`src/rtl/fp16_pkg.sv`:
```
`default_nettype none
// ============================================================================
// Module   : fp16_pkg
// Brief    : Shared IEEE-754 binary16 constants and operand classification.
// Revision : 1.0
// ============================================================================
package fp16_pkg;

    localparam int FP16_BIAS    = 15;
    localparam int FP16_EXP_W   = 5;
    localparam int FP16_FRAC_W  = 10;
    localparam int FP16_EXP_MAX = 31;

    typedef enum logic [2:0] {
        ZERO    = 3'd0,
        SUBNORM = 3'd1,
        NORMAL  = 3'd2,
        INF     = 3'd3,
        NAN     = 3'd4
    } fp16_class_t;

endpackage : fp16_pkg
`default_nettype wire

```
`src/rtl/fp16_to_fixed_if.sv`:
```
`default_nettype none
// ============================================================================
// Module   : fp16_to_fixed_if
// Brief    : Stream, flag and counter signals of the fp16 to fixed converter.
// Revision : 1.0
// ============================================================================
interface fp16_to_fixed_if #(
    parameter int OUT_W = 16
);
    logic             in_valid;
    logic             in_ready;
    logic [15:0]      in_data;
    logic             out_valid;
    logic             out_ready;
    logic [OUT_W-1:0] out_data;
    logic             out_sat;
    logic             out_nan;
    logic [15:0]      sat_cnt;
    logic             sat_clr;

    modport slave (
        input  in_valid, in_data, out_ready, sat_clr,
        output in_ready, out_valid, out_data, out_sat, out_nan, sat_cnt
    );

    modport master (
        output in_valid, in_data, out_ready, sat_clr,
        input  in_ready, out_valid, out_data, out_sat, out_nan, sat_cnt
    );
endinterface : fp16_to_fixed_if
`default_nettype wire

```
`src/rtl/fp16_unpack.sv`:
```
`default_nettype none
// ============================================================================
// Module   : fp16_unpack
// Brief    : Combinational fp16 classification with mantissa/exponent extract.
// Revision : 1.0
// ============================================================================
module fp16_unpack
    import fp16_pkg::*;
(
    input  wire logic [15:0] i_data,
    output fp16_class_t      o_cls,
    output logic             o_sign,
    output logic [10:0]      o_mant,
    output logic [4:0]       o_exp
);

    logic [FP16_EXP_W-1:0]  w_exp;
    logic [FP16_FRAC_W-1:0] w_frac;

    assign w_exp  = i_data[14:10];
    assign w_frac = i_data[9:0];
    assign o_sign = i_data[15];

    always_comb begin
        o_cls  = NORMAL;
        o_mant = {1'b1, w_frac};
        o_exp  = w_exp;
        if (w_exp == '0) begin
            // Subnormals share the exponent of the smallest normal
            o_cls  = (w_frac == '0) ? ZERO : SUBNORM;
            o_mant = {1'b0, w_frac};
            o_exp  = 5'd1;
        end else if (int'(w_exp) == FP16_EXP_MAX) begin
            o_cls  = (w_frac == '0) ? INF : NAN;
        end
    end

endmodule : fp16_unpack
`default_nettype wire

```
`src/rtl/fp16_to_fixed.sv`:
```
`default_nettype none
// ============================================================================
// Module   : fp16_to_fixed
// Brief    : 2-stage fp16 to saturated signed fixed-point stream converter.
// Revision : 1.0
// ============================================================================
module fp16_to_fixed
    import fp16_pkg::*;
#(
    parameter int OUT_W  = 16,
    parameter int FRAC_W = 8
) (
    input  wire logic        clk,
    input  wire logic        rst_n,
    fp16_to_fixed_if.slave   bus
);

    localparam int                 c_WIDE    = OUT_W + 12;
    localparam logic signed [7:0]  c_K_OFF   = 8'(FRAC_W - FP16_BIAS - FP16_FRAC_W);
    localparam logic [c_WIDE-1:0]  c_NEG_MAG = c_WIDE'(1) << (OUT_W - 1);
    localparam logic [c_WIDE-1:0]  c_POS_MAX = c_NEG_MAG - c_WIDE'(1);
    localparam logic [OUT_W-1:0]   c_MAX_OUT = {1'b0, {(OUT_W-1){1'b1}}};
    localparam logic [OUT_W-1:0]   c_MIN_OUT = {1'b1, {(OUT_W-1){1'b0}}};

    fp16_class_t       w_cls;
    logic              w_sign;
    logic [10:0]       w_mant;
    logic [4:0]        w_exp;
    logic signed [7:0] w_k;
    logic              w_s2_adv;
    logic              w_s1_adv;

    logic              r_s1_valid;
    fp16_class_t       r_s1_cls;
    logic              r_s1_sign;
    logic [10:0]       r_s1_mant;
    logic signed [7:0] r_s1_k;

    logic              r_out_valid;
    logic [OUT_W-1:0]  r_out_data;
    logic              r_out_sat;
    logic              r_out_nan;
    logic [15:0]       r_sat_cnt;

    fp16_unpack u_unpack (
        .i_data (bus.in_data),
        .o_cls  (w_cls),
        .o_sign (w_sign),
        .o_mant (w_mant),
        .o_exp  (w_exp)
    );

    assign w_k      = $signed({3'b000, w_exp}) + c_K_OFF;
    assign w_s2_adv = !r_out_valid || bus.out_ready;
    assign w_s1_adv = !r_s1_valid || w_s2_adv;

    always_ff @(posedge clk or negedge rst_n) begin
        if (!rst_n) begin
            r_s1_valid <= 1'b0;
            r_s1_cls   <= ZERO;
            r_s1_sign  <= 1'b0;
            r_s1_mant  <= '0;
            r_s1_k     <= '0;
        end else if (w_s1_adv) begin
            r_s1_valid <= bus.in_valid;
            if (bus.in_valid) begin
                r_s1_cls  <= w_cls;
                r_s1_sign <= w_sign;
                r_s1_mant <= w_mant;
                r_s1_k    <= w_k;
            end
        end
    end

    // Stage 2: shift/round magnitude, then saturate and apply sign
    logic [6:0]        w_kpos;
    logic [7:0]        w_sh;
    logic [11:0]       w_rnd;
    logic [c_WIDE-1:0] w_mag;
    logic [OUT_W-1:0]  w_mag_lo;
    logic              w_huge;
    logic [OUT_W-1:0]  w_data;
    logic              w_sat;
    logic              w_nan;

    assign w_kpos   = r_s1_k[6:0];
    assign w_sh     = 8'(-r_s1_k);
    assign w_mag_lo = w_mag[OUT_W-1:0];

    always_comb begin
        w_mag  = '0;
        w_huge = 1'b0;
        w_rnd  = '0;
        if (!r_s1_k[7]) begin
            if (int'(w_kpos) >= OUT_W)
                w_huge = |r_s1_mant;
            else
                w_mag = c_WIDE'(r_s1_mant) << w_kpos;
        end else if (w_sh < 8'd12) begin
            // Bit 0 after the shift is the half-LSB: round half away from zero
            w_rnd = {r_s1_mant, 1'b0} >> w_sh[3:0];
            w_mag = c_WIDE'(w_rnd[11:1]) + c_WIDE'(w_rnd[0]);
        end
    end

    always_comb begin
        w_data = '0;
        w_sat  = 1'b0;
        w_nan  = 1'b0;
        case (r_s1_cls)
            NAN: w_nan = 1'b1;
            INF: begin
                w_sat  = 1'b1;
                w_data = r_s1_sign ? c_MIN_OUT : c_MAX_OUT;
            end
            default: begin
                if (r_s1_sign) begin
                    if (w_huge || (w_mag > c_NEG_MAG)) begin
                        w_sat  = 1'b1;
                        w_data = c_MIN_OUT;
                    end else begin
                        w_data = -w_mag_lo;
                    end
                end else begin
                    if (w_huge || (w_mag > c_POS_MAX)) begin
                        w_sat  = 1'b1;
                        w_data = c_MAX_OUT;
                    end else begin
                        w_data = w_mag_lo;
                    end
                end
            end
        endcase
    end

    always_ff @(posedge clk or negedge rst_n) begin
        if (!rst_n) begin
            r_out_valid <= 1'b0;
            r_out_data  <= '0;
            r_out_sat   <= 1'b0;
            r_out_nan   <= 1'b0;
        end else if (w_s2_adv) begin
            r_out_valid <= r_s1_valid;
            if (r_s1_valid) begin
                r_out_data <= w_data;
                r_out_sat  <= w_sat;
                r_out_nan  <= w_nan;
            end
        end
    end

    always_ff @(posedge clk or negedge rst_n) begin
        if (!rst_n) begin
            r_sat_cnt <= '0;
        end else if (bus.sat_clr) begin
            r_sat_cnt <= '0;
        end else if (r_out_valid && bus.out_ready && r_out_sat && (r_sat_cnt != 16'hFFFF)) begin
            r_sat_cnt <= r_sat_cnt + 16'd1;
        end
    end

    assign bus.in_ready  = w_s1_adv;
    assign bus.out_valid = r_out_valid;
    assign bus.out_data  = r_out_data;
    assign bus.out_sat   = r_out_sat;
    assign bus.out_nan   = r_out_nan;
    assign bus.sat_cnt   = r_sat_cnt;

endmodule : fp16_to_fixed
`default_nettype wire

```
`src/flat_wrapper.sv`:
```
// flat-port wrapper written by rule: the top's interface ports become plain ports
module fp16_to_fixed_flat import fp16_pkg::*;
#(
    parameter int OUT_W  = 16,
    parameter int FRAC_W = 8
)
  (clk, rst_n, bus_in_valid, bus_in_data, bus_out_ready, bus_sat_clr, bus_in_ready, bus_out_valid, bus_out_data, bus_out_sat, bus_out_nan, bus_sat_cnt);
  fp16_to_fixed_if #(.OUT_W(OUT_W)) bus_i ();
  input  wire logic clk;
  input  wire logic rst_n;
  input wire logic [$bits(bus_i.in_valid)-1:0] bus_in_valid;
  input wire logic [$bits(bus_i.in_data)-1:0] bus_in_data;
  input wire logic [$bits(bus_i.out_ready)-1:0] bus_out_ready;
  input wire logic [$bits(bus_i.sat_clr)-1:0] bus_sat_clr;
  output wire logic [$bits(bus_i.in_ready)-1:0] bus_in_ready;
  output wire logic [$bits(bus_i.out_valid)-1:0] bus_out_valid;
  output wire logic [$bits(bus_i.out_data)-1:0] bus_out_data;
  output wire logic [$bits(bus_i.out_sat)-1:0] bus_out_sat;
  output wire logic [$bits(bus_i.out_nan)-1:0] bus_out_nan;
  output wire logic [$bits(bus_i.sat_cnt)-1:0] bus_sat_cnt;
  assign bus_i.in_valid = bus_in_valid;
  assign bus_i.in_data = bus_in_data;
  assign bus_i.out_ready = bus_out_ready;
  assign bus_i.sat_clr = bus_sat_clr;
  assign bus_in_ready = bus_i.in_ready;
  assign bus_out_valid = bus_i.out_valid;
  assign bus_out_data = bus_i.out_data;
  assign bus_out_sat = bus_i.out_sat;
  assign bus_out_nan = bus_i.out_nan;
  assign bus_sat_cnt = bus_i.sat_cnt;
  fp16_to_fixed #(.OUT_W(OUT_W), .FRAC_W(FRAC_W)) u_core (.clk(clk), .rst_n(rst_n), .bus(bus_i));
endmodule
```
`config.mk`:
```
export PLATFORM = sky130hd
export DESIGN_NAME = fp16_to_fixed_flat
export DESIGN_NICKNAME = d
export VERILOG_FILES = /design/src/rtl/fp16_pkg.sv /design/src/rtl/fp16_to_fixed_if.sv /design/src/rtl/fp16_unpack.sv /design/src/rtl/fp16_to_fixed.sv /design/src/flat_wrapper.sv
export SDC_FILE = /design/constraint.sdc
export NUM_CORES = 1
export LEC_CHECK = 0
export CAP_MARGIN = 25
export CORE_MARGIN = 2
export CORE_UTILIZATION = 58
export CTS_CLUSTER_SIZE = 28
export DETAILED_ROUTE_END_ITERATION = 10
export PLACE_DENSITY_LB_ADDON = 0.1
export SETUP_SLACK_MARGIN = 0.05
export SKIP_CTS_REPAIR_TIMING = 1
export SLEW_MARGIN = 20
export SYNTH_ARGS = -nofsm -noshare
export SYNTH_HDL_FRONTEND = slang
export SYNTH_SLANG_ARGS = --single-unit
```
`constraint.sdc`:
```
create_clock -name clk -period 6.1 [get_ports clk]
set_input_delay 1.22 -clock clk [delete_from_list [all_inputs] [get_ports clk]]
set_output_delay 1.22 -clock clk [all_outputs]
set_load 0.05 [all_outputs]
```
==> run summary <==
### Status
• result of the run: complete, no violations

### Timing
• accumulated negative setup slack: 0 ns
• setup violation total in the final timing report: 0
• Slew @ Worst Pin: 0.921 ns
• worst slew slack as a fraction of its limit: 0.383
• worst clock skew on the final layout: 0.0157 ns
• Final Cycle Share: 0.839
• final worst slack: 0.983 ns
• Fmax: 195 MHz
• final hold violations: 0
• number of slew-limit violations in the final report: 0
• RSZ-0062 raised after global routing: false
• clock period minus worst slack: 5.12 ns

### Global routing
• number of global-route vias before repair: 4,835
• maximum number of pins on one net before global-route repair: 59
• grt ovf: 0
• global router's overall resource usage: 0.297
• global-route wire length before repair: 23.8 mm
• initial antenna violation count: 0

### Drt
• number of detailed-routing iterations run before antenna repair: 6
• average wire per standard cell: 18.9 um
• post-detailed-route via-to-cell ratio: 6.65
• iteration-0 DRC count of the detailed router: 394
• Routed WL: 14.2 mm
• DRC violation count after routing: 0
• remaining antenna violation count after routing: 0
• number of vias in the routed layout: 4,997

### Clock network
• clock edge transition at the registers on the reported setup and hold paths: 0.08 ns
• CTS tree: built
• H-tree Lvls: 3
• clock root buffer: sky130_fd_sc_hd__clkbuf_8
• clock latency at the later pin of the worst-skew pair: 0.34 ns
• TritonCTS sink count: 58
• number of buffers inserted during clock tree synthesis: 9
• maximum clock insertion buffer count: 2

### Floorplan
• Initial Utilization: 0.600
• x dimension of the die: 99.2 um
• chip height: 99.2 um
• overall die area: 9850 um2
• Placeable Area: 8760 um2
• Top-Level Pins: 57
• cell row count: 34

### Setup path
• data required time at the worst endpoint: 6.39 ns
• cell at the slowest stage of the critical path: sky130_fd_sc_hd__ha_1
• Max stage delay on crit path: 0.58 ns
• Max Fanout on Critical Path: 14
• startpoint class of the critical path: flop
• Most common cell on crit path: sky130_fd_sc_hd__ha_1
• type of destination of the critical path: flop
• arrival time worst endpoint: 5.40 ns
• R2R setup slack: 0.98 ns
• WS Path Type: reg -> reg
• chain of cells forming the critical path: inv_1, ha_1, mux2_2, nand2b_1, a311oi_1, a21oi_1, ha_1, ha_1, a22oi_1, ha_1, inv_1, a211oi_1, nand4b_2, o31a_1, nor3b_1, o31a_1

### Synthesis
• synthesis-stage register bit count: 58
• number of enable flip-flop cells after synthesis: 0
• count of mapped cells out of synthesis: 611
• Synthesized Nets: 638
• yosys synthesis warning count: 0
• portion of the post-synthesis area used by sequential elements: 0.276
• asr flop ratio synth: 1.00
• syn_area_per_cell: 8.61 um2
• post-synthesis instance area: 5260 um2
• most used flip-flop cell after synthesis: sky130_fd_sc_hd__dfrtp_1
• library cells used by synthesis: 87

### Power and ir drop
• worst ir drop on vdd: 0.172 mV
• static leakage: 2.34 nW
• power per unit of standard cell area: 336 nW/um2

### Place
• Place WS: 1.06 ns
• placed instance count: 734
• placed cell areas: 5770 um2
• number of port buffers: 56
• DP HPWL: 10.4 mm
• final weighted congestion in routability-driven placement: 0.944

### Finish
• signed area change from the synthesized netlist to the final layout: 13.6%
• Layout Cell Area excl Fill: 5980 um2
• non-filler cells in the finished layout: 751
• fillcell total: 753
• final layout net count: 665
• fin util: 0.682
• ratio of cells with drive above 1 in the final layout: 0.140
• number of antenna repair diodes: 0
• multi-input combinational cell area: 3560 um2
• area occupied by registers: 1450 um2

### Flow run
• number of max-cap violations: 0

### Min path
• class of the tightest hold or removal check: reg -> reg

[Yosys cell counts (10+ instances only)]
| cell | instances | area [um2] |
|---|---|---|
| sky130_fd_sc_hd__a21oi_1 | 37 | 185 |
| sky130_fd_sc_hd__nand2b_1 | 15 | 93.8 |
| sky130_fd_sc_hd__mux2_2 | 25 | 282 |
| sky130_fd_sc_hd__xor2_1 | 13 | 114 |
| sky130_fd_sc_hd__o31a_1 | 10 | 87.6 |
| sky130_fd_sc_hd__nand3_1 | 18 | 90.1 |
| sky130_fd_sc_hd__o21ai_0 | 30 | 150 |
| sky130_fd_sc_hd__or3_1 | 12 | 75.1 |
| sky130_fd_sc_hd__nor3_1 | 20 | 100 |
| sky130_fd_sc_hd__a21o_1 | 12 | 90.1 |
| sky130_fd_sc_hd__nand2_1 | 59 | 221 |
| sky130_fd_sc_hd__clkbuf_1 | 30 | 113 |
| sky130_fd_sc_hd__nor2_1 | 60 | 225 |
| sky130_fd_sc_hd__dfrtp_1 | 58 | 1450 |
| sky130_fd_sc_hd__mux2i_1 | 17 | 170 |
| sky130_fd_sc_hd__o21a_1 | 11 | 82.6 |
| sky130_fd_sc_hd__xnor2_1 | 14 | 123 |
[state kept, by name, summed over array words and instances, names as in the netlist]
name,cells
u_core.bus.out_valid,1
u_core.r_s1_sign,1
u_core.r_s1_valid,1
u_core.bus.out_data,16
u_core.r_s1_k,7
u_core.bus.sat_cnt,16
u_core.bus.out_nan,1
u_core.bus.out_sat,1
u_core.r_s1_mant,11
u_core.r_s1_cls,3
[through the flow]
| step | power [mW] | hold slack [ns] |
|---|---|---|
| after CTS | 1.99 | 0.501 |
| after global routing | 2.12 | 0.549 |
| final | 2.01 | 0.495 |
| after detailed placement | 1.66 | 0.484 |
| after floorplan | 1.39 | 0.454 |
| after global placement | 1.65 | 0.477 |
[path summary, 6_finish.rpt]
| check | from | endpoint | cells after the start |
|---|---|---|---|
| min in group asynchronous | rst_n | u_core.r_s1_mant[8]$_DFFE_PN0P_ | 2 |
| max in group asynchronous | rst_n | u_core.r_s1_cls[0]$_DFFE_PN0P_ | 2 |
| hold reg to reg | u_core.r_s1_cls[1]$_DFFE_PN0P_ | u_core.r_s1_cls[1]$_DFFE_PN0P_ | 2 |
| setup reg to reg | u_core.r_s1_k[0]$_DFFE_PN0P_ | u_core.bus.out_data[1]$_DFFE_PN0P_ | 16 |
| setup / recovery | u_core.r_s1_k[0]$_DFFE_PN0P_ | u_core.bus.out_data[1]$_DFFE_PN0P_ | 16 |
| hold / removal | u_core.r_s1_cls[1]$_DFFE_PN0P_ | u_core.r_s1_cls[1]$_DFFE_PN0P_ | 2 |
[layout make-up]
class / instances / share of cell area
tap: 108 / 0.0226
inverter: 8 / 0.00503
clock inverter: 6 / 0.00691
clock buffer: 10 / 0.0230
multi-input combinational: 499 / 0.596
timing repair buffer: 62 / 0.104
sequential: 58 / 0.243
[power by group]
| group | internal (mW) | switching [mW] | total (mW) |
|---|---|---|---|
| Combinational | 0.451 | 0.691 | 1.14 |
| Clock | 0.158 | 0.168 | 0.327 |
| Sequential | 0.449 | 0.0891 | 0.538 |
| Total | 1.06 | 0.949 | 2.01 |
[critical path, delay by kind of cell (launching register included)]
kind / cells / cell delay, ns
AO/OA/AOI/OAI: 6 / 1.65
adder cells (fa/ha/maj): 4 / 1.48
AND/OR/NAND/NOR: 3 / 0.76
multiplexers: 1 / 0.43
flip-flops: 1 / 0.38
buffers and inverters: 2 / 0.37
[cells in the final DEF, fill, tap and decap left out, types with 14 or more instances in the layout]
master	instances
sky130_fd_sc_hd__mux2i_1	17
sky130_fd_sc_hd__a21oi_1	37
sky130_fd_sc_hd__clkdlybuf4s50_1	55
sky130_fd_sc_hd__o21ai_0	30
sky130_fd_sc_hd__nor3_1	20
sky130_fd_sc_hd__nand2b_1	15
sky130_fd_sc_hd__nand3_1	18
sky130_fd_sc_hd__xnor2_1	14
sky130_fd_sc_hd__mux2_2	25
sky130_fd_sc_hd__dfrtp_1	58
sky130_fd_sc_hd__nand2_1	59
sky130_fd_sc_hd__nor2_1	60
[layer usage]
metal | routed length, um | GRT usage
met1 | 6280 | 0.416
met2 | 6690 | 0.471
met3 | 990 | 0.0478
met4 | 267 | 0.102
met5 | 0 | 0
[cell families after synthesis]
family / count (synthesis) / synth area share
xor gates and xnor gates: 29 / 0.0511
AOI/OAI and AO/OA: 165 / 0.230
buffers and inverters: 54 / 0.0473
and+or+nand+nor: 248 / 0.256
muxes: 51 / 0.125
adders and majority gates: 6 / 0.0143
DFF: 58 / 0.276
Power figures use the tool's default switching activity.
